==> src/rtl/muldiv_unit.sv <==
// muldiv_unit: iterative RV32M multiply/divide unit for the EXE stage.
// Multiply finishes in 2 cycles, restoring divide in 33 cycles and the
// divide-by-zero / signed-overflow cases in 1 cycle. The pipeline is held
// via stall while an operation is in flight; result and rd_out are
// registered on the edge entering DONE and held until the next DONE.
module muldiv_unit #(
    parameter int XLEN = 32
) (
    input  logic            clk,
    input  logic            reset,
    input  logic            start,
    input  logic [2:0]      funct3,
    input  logic [XLEN-1:0] operand_a,
    input  logic [XLEN-1:0] operand_b,
    input  logic [4:0]      rd_in,
    input  logic            flush,
    output logic            stall,
    output logic            busy,
    output logic            done,
    output logic [XLEN-1:0] result,
    output logic [4:0]      rd_out
);

    typedef enum logic [1:0] {
        S_IDLE = 2'd0,
        S_MUL  = 2'd1,
        S_DIV  = 2'd2,
        S_DONE = 2'd3
    } state_t;

    localparam logic [XLEN-1:0] INT_MIN = {1'b1, {(XLEN-1){1'b0}}};
    localparam logic [XLEN-1:0] ALL_ONE = {XLEN{1'b1}};

    state_t          state_q, state_d;
    logic [2:0]      f3_q, f3_d;
    logic [XLEN-1:0] a_q, a_d;
    logic [XLEN-1:0] b_q, b_d;
    logic [4:0]      rd_q, rd_d;
    logic [5:0]      count_q, count_d;
    logic [XLEN-1:0] rem_q, rem_d;
    logic [XLEN-1:0] quo_q, quo_d;
    logic [XLEN-1:0] dvs_q, dvs_d;
    logic            qneg_q, qneg_d;
    logic            rneg_q, rneg_d;
    logic [XLEN-1:0] result_q, result_d;
    logic [4:0]      rd_out_q, rd_out_d;

    // ---------------- accept-time decode ----------------
    logic            accept;
    logic            sdiv;       // signed DIV/REM
    logic            div_zero;
    logic            div_ovf;
    logic [XLEN-1:0] abs_a, abs_b;
    logic [XLEN-1:0] spec_res;

    assign accept   = start & ~flush & (state_q == S_IDLE);
    assign sdiv     = funct3[2] & ~funct3[0];
    assign div_zero = (operand_b == '0);
    assign div_ovf  = sdiv & (operand_a == INT_MIN) & (operand_b == ALL_ONE);
    assign abs_a    = (sdiv & operand_a[XLEN-1]) ? -operand_a : operand_a;
    assign abs_b    = (sdiv & operand_b[XLEN-1]) ? -operand_b : operand_b;
    // funct3[1] selects remainder: by-zero gives a / all-ones, overflow gives 0 / INT_MIN
    assign spec_res = div_zero ? (funct3[1] ? operand_a : ALL_ONE)
                               : (funct3[1] ? '0 : INT_MIN);

    // ---------------- multiply datapath ----------------
    // Operands are extended to 64 bits with the per-op sign; the low 64 bits
    // of the product are the same as the 33x33 signed product.
    logic            a_sgn, b_sgn;
    logic [63:0]     a64, b64, prod;
    logic [XLEN-1:0] mul_res;

    assign a_sgn   = ((f3_q == 3'd1) | (f3_q == 3'd2)) & a_q[XLEN-1];
    assign b_sgn   = (f3_q == 3'd1) & b_q[XLEN-1];
    assign a64     = {{32{a_sgn}}, a_q};
    assign b64     = {{32{b_sgn}}, b_q};
    assign prod    = a64 * b64;
    assign mul_res = (f3_q == 3'd0) ? prod[31:0] : prod[63:32];

    // ---------------- restoring divide step ----------------
    // Shift the next dividend bit into the partial remainder, subtract the
    // divisor and keep the difference when it did not borrow.
    logic [XLEN:0]   rem_sh, diff;
    logic            ge;
    logic [XLEN-1:0] rem_n, quo_n, q_fin, r_fin, div_res;

    assign rem_sh  = {rem_q, quo_q[XLEN-1]};
    assign diff    = rem_sh - {1'b0, dvs_q};
    assign ge      = ~diff[XLEN];
    assign rem_n   = ge ? diff[XLEN-1:0] : rem_sh[XLEN-1:0];
    assign quo_n   = {quo_q[XLEN-2:0], ge};
    assign q_fin   = qneg_q ? -quo_n : quo_n;
    assign r_fin   = rneg_q ? -rem_n : rem_n;   // -0 is still 0
    assign div_res = f3_q[1] ? r_fin : q_fin;

    // ---------------- outputs ----------------
    assign stall  = accept | (state_q == S_MUL) | (state_q == S_DIV);
    assign busy   = (state_q != S_IDLE);
    assign done   = (state_q == S_DONE);
    assign result = result_q;
    assign rd_out = rd_out_q;

    // Next-state and datapath register update
    always_comb begin
        state_d  = state_q;
        f3_d     = f3_q;
        a_d      = a_q;
        b_d      = b_q;
        rd_d     = rd_q;
        count_d  = count_q;
        rem_d    = rem_q;
        quo_d    = quo_q;
        dvs_d    = dvs_q;
        qneg_d   = qneg_q;
        rneg_d   = rneg_q;
        result_d = result_q;
        rd_out_d = rd_out_q;

        unique case (state_q)
            S_IDLE: begin
                if (accept) begin
                    f3_d = funct3;
                    a_d  = operand_a;
                    b_d  = operand_b;
                    rd_d = rd_in;
                    if (!funct3[2]) begin
                        state_d = S_MUL;
                    end else if (div_zero | div_ovf) begin
                        result_d = spec_res;
                        rd_out_d = rd_in;
                        state_d  = S_DONE;
                    end else begin
                        count_d = '0;
                        rem_d   = '0;
                        quo_d   = abs_a;
                        dvs_d   = abs_b;
                        qneg_d  = sdiv & (operand_a[XLEN-1] ^ operand_b[XLEN-1]);
                        rneg_d  = sdiv & operand_a[XLEN-1];
                        state_d = S_DIV;
                    end
                end
            end
            S_MUL: begin
                if (flush) begin
                    state_d = S_IDLE;
                end else begin
                    result_d = mul_res;
                    rd_out_d = rd_q;
                    state_d  = S_DONE;
                end
            end
            S_DIV: begin
                if (flush) begin
                    state_d = S_IDLE;
                end else begin
                    rem_d   = rem_n;
                    quo_d   = quo_n;
                    count_d = count_q + 6'd1;
                    if (count_q == 6'd31) begin
                        result_d = div_res;
                        rd_out_d = rd_q;
                        state_d  = S_DONE;
                    end
                end
            end
            S_DONE: begin
                state_d = S_IDLE;
            end
            default: state_d = S_IDLE;
        endcase
    end

    // State and datapath registers with synchronous reset
    always_ff @(posedge clk) begin
        if (reset) begin
            state_q  <= S_IDLE;
            f3_q     <= '0;
            a_q      <= '0;
            b_q      <= '0;
            rd_q     <= '0;
            count_q  <= '0;
            rem_q    <= '0;
            quo_q    <= '0;
            dvs_q    <= '0;
            qneg_q   <= 1'b0;
            rneg_q   <= 1'b0;
            result_q <= '0;
            rd_out_q <= '0;
        end else begin
            state_q  <= state_d;
            f3_q     <= f3_d;
            a_q      <= a_d;
            b_q      <= b_d;
            rd_q     <= rd_d;
            count_q  <= count_d;
            rem_q    <= rem_d;
            quo_q    <= quo_d;
            dvs_q    <= dvs_d;
            qneg_q   <= qneg_d;
            rneg_q   <= rneg_d;
            result_q <= result_d;
            rd_out_q <= rd_out_d;
        end
    end

endmodule

==> config.mk <==
export PLATFORM = sky130hd
export DESIGN_NAME = muldiv_unit
export DESIGN_NICKNAME = d
export VERILOG_FILES = /design/src/rtl/muldiv_unit.sv
export SDC_FILE = /design/constraint.sdc
export NUM_CORES = 2
export LEC_CHECK = 0
export ABC_AREA = 1
export BUFFER_PORTS_ARGS = -buffer_cell sky130_fd_sc_hd__buf_2
export CAP_MARGIN = 40
export CORE_ASPECT_RATIO = 1.4
export CORE_MARGIN = 2
export CORE_UTILIZATION = 60
export CTS_CLUSTER_SIZE = 30
export DETAILED_ROUTE_END_ITERATION = 10
export PLACE_DENSITY = 0.8
export SKIP_CTS_REPAIR_TIMING = 1
export SLEW_MARGIN = 20
export SYNTH_ARGS = -nofsm -noshare
export SYNTH_HDL_FRONTEND = slang
export SYNTH_SLANG_ARGS = --single-unit
==> constraint.sdc <==
create_clock -name clk -period 8.8 [get_ports clk]
set_clock_uncertainty 0.05 [all_clocks]
set_input_delay 0.88 -clock clk [delete_from_list [all_inputs] [get_ports clk]]
set_output_delay 0.88 -clock clk [all_outputs]
set_load 0.005 [all_outputs]
==> results.py <==
metrics = {
    "run": {
        "cap_violations": 0,
    },
    "hold_path": {
        "hold_path.class": "reg -> reg",
    },
    "cells_and_area": {
        "syn_to_final_growth_pct": 6.63,
        "drive_gt1_frac": 0.0734,
        "final_cells": 8734,
        "nNetsFinal": 8968,
    },
    "floorplanning": {
        "pin_count": 116,
        "start_util": 0.606,
        "design.core.area_um2": 91100,
        "die_y_um": 363,
        "rows": 131,
        "die_w_um": 260,
        "dieArea_um2": 94500,
    },
    "clock_network": {
        "clk_pin_slew_worst_paths_ns": 0.06,
        "cts-root-buf": "clkbuf_16",
        "cts_tree": "yes",
        "clk_latency_ns": 0.60,
        "cts_sinks": 215,
        "cts_max_path_buffers": 3,
        "cts_made_buffers": 25,
        "h-tree-depth": 1,
    },
    "timing": {
        "hold_viol_final": 0,
        "drv_slew": 0,
        "hold_slack_ns": 0.405,
        "fin_tns_setup_ns": 0,
        "setup_viol": 0,
        "worst_slack_ns": 0.240,
        "max_freq_mhz": 117,
        "fin_crit_ns": 8.56,
        "tightestPinTransition_ns": 0.930,
        "fin_crit_sh": 0.973,
        "rsz0062_at_grt": "false",
        "relSlewSlack": 0.379,
    },
    "logic_synthesis": {
        "synthArstFlopShare": 0,
        "synth_edf_count": 0,
        "postSynthCellCount": 7500,
        "yosys.cell_count.top_type": "inv_1",
        "avgSynthCellArea_um2": 7.36,
        "ys_seq_area_frac": 0.0780,
        "synth_commonest_cells": "1917 x inv_1, 1885 x nand2_1, 1126 x fa_1, 376 x nor2_1, 355 x clkbuf_1",
        "ys.flop_type": "dfxtp_1",
        "yosysWarnings": 0,
        "synth.distinct_cells": 60,
        "synth_seq_cells": 215,
        "ys_top_cells_by_area": "fa_1 41%, inv_1 13%, nand2_1 13%",
        "synth_top_area_share": 0.408,
        "syn_nets": 8957,
        "synth_area_um2": 55200,
        "synth_top_area_cell": "fa_1",
    },
    "detailed_routing": {
        "num_vias": 49900,
        "ant_nets": 0,
        "vias_per_cell": 5.71,
        "drtPass1Iterations": 6,
        "initialDrtViolationCount": 4075,
        "finalWirelength_mm": 196,
        "drc": 0,
        "wl_per_cell_um": 22.4,
    },
    "placement": {
        "pre_cts_ws_ns": -0.161,
        "portBuffers": 115,
        "gp_congestion": 1.06,
        "dp_hpwl_mm": 163,
        "dp_cells": 8677,
    },
    "power": {
        "power.density_nw_per_um2": 239,
        "leakagePower_uw": 0.0307,
        "peakVddDrop_mv": 0.243,
        "total_power_uw": 14100,
    },
    "grt": {
        "antenna_found_initial": 5,
        "grt.total_usage": 0.425,
        "grt_use_met3": 0.0796,
        "grt_pass1_wl_mm": 300,
        "met1_usage": 0.448,
        "grt_util_met2": 0.716,
        "first_global_vias": 52600,
        "busiest_layer": "met2",
        "grt_start_max_net_pins": 74,
        "grt_overflow_total": 0,
    },
    "critical_path": {
        "cp_common_cell": "fa_1",
        "crit_slowest_cell": "dfxtp_1",
        "worstSetupEndpointType": "register",
        "critical-path-max-stage-delay_ns": 0.88,
        "start_kind": "register",
        "arrival_ns": 8.99,
        "cp.required_ns": 9.23,
        "r2r_slack_ns": 0.24,
        "crit_fanout": 20,
        "crit_type": "reg -> reg",
    },
    "run_status": {
        "status": "finished, final reports clean",
    },
}
==> layout by cell type, fill, tap and decap left out, types with 5 or more instances in the layout <==
cell type     n
nor3_1       50
buf_2       117
clkbuf_16    25
nand2_4      20
a21o_1       14
clkbuf_1      5
nand3_1     219
or2_2        21
nor2_1      371
o21bai_1     17
nand4_1      32
a21oi_1     332
xor2_1       88
xnor2_1      29
a31oi_1      71
buf_4       219
o21ai_0     253
o211ai_1     16
nor2_4       10
nand2_2      37
inv_2        17
inv_1      1914
clkinv_1      5
fa_1       1124
nor4_1       15
buf_12       16
diode_2       7
nor2_2       16
dfxtp_1     213
ha_1        255
o21ai_1      16
buf_8         6
nand3b_1     15
a21oi_2       5
and3_1        8
nand2_1    1882
==> state kept, by name, indices dropped and copies added (netlist names) <==
| register | cells |
|---|---|
| b_q | 32 |
| rd_out | 5 |
| rd_q | 5 |
| quo_q | 32 |
| f3_q | 3 |
| rem_q | 32 |
| rneg_q | 1 |
| qneg_q | 1 |
| result | 32 |
| state_q | 2 |
| count_q | 6 |
| a_q | 32 |
| dvs_q | 32 |
==> worst paths after layout <==
kind              cells after the start                      end                 start
hold reg to reg                       2     rd_q[0]$_SDFFE_PP0P_  rd_q[0]$_SDFFE_PP0P_
setup / recovery                     29  result[25]$_SDFFE_PP0P_  a_q[17]$_SDFFE_PP0P_
setup reg to reg                     29  result[25]$_SDFFE_PP0P_  a_q[17]$_SDFFE_PP0P_
hold / removal                        2     rd_q[0]$_SDFFE_PP0P_  rd_q[0]$_SDFFE_PP0P_
==> cell families (layout without fill, tap and decap cells) <==
logic type	count (synthesis)	after routing	synth area share
AO/OA/AOI/OAI	757	757	0.0747
flip-flops	215	215	0.0780
AND/OR/NAND/NOR	2716	2716	0.204
adder cells (fa/ha/maj)	1381	1381	0.466
other	0	7	0
buffers and inverters	2314	2344	0.159
XOR/XNOR	117	117	0.0186
==> area by class of cell <==
| cell class | count | area, µm² |
|---|---|---|
| fill | 8037 | 32300 |
| timing repair buffer | 360 | 2700 |
| sequential | 215 | 4310 |
| multi-input combinational | 4971 | 42200 |
| inverter | 1938 | 7280 |
| tap | 1197 | 1500 |
| clock inverter | 12 | 165 |
| antenna | 7 | 17.5 |
| clock buffer | 34 | 699 |
==> through the flow <==
| step | area, µm² | util |
|---|---|---|
| 2_1_floorplan | 55200 | - |
| 3_3_place_gp | 57700 | 0.634 |
| 3_5_place_dp | 57900 | 0.635 |
| 4_1_cts | 58700 | 0.645 |
| 5_1_grt | 58800 | 0.646 |
| 6_report | 58900 | 0.646 |
==> metal layers <==
| metal | part of all wire | vias up |
|---|---|---|
| li1 | - | 21900 |
| met1 | 0.32 | 24300 |
| met2 | 0.48 | 2708 |
| met3 | 0.081 | 1023 |
| met4 | 0.11 | 2 |
| met5 | 0.000066 | - |
==> worst max-delay path: cells and delay by family (launching register included) <==
kind / cells / cell delay, ns
XOR/XNOR: 1 / 0.21
flip-flops: 1 / 0.88
AO/OA/AOI/OAI: 8 / 1.58
buffers and inverters: 6 / 0.74
adder cells (fa/ha/maj): 9 / 4.39
AND/OR/NAND/NOR: 5 / 0.57
==> power by group <==
group / switching (µW) / total [µW] / internal (µW) / leakage, µW
Combinational: 7750 / 11400 / 3610 / 0.0285
Sequential: 358 / 1530 / 1180 / 0.00175
Clock: 518 / 1170 / 653 / 0.000423
Total: 8620 / 14100 / 5440 / 0.0307
Power figures use the tool's default switching activity.
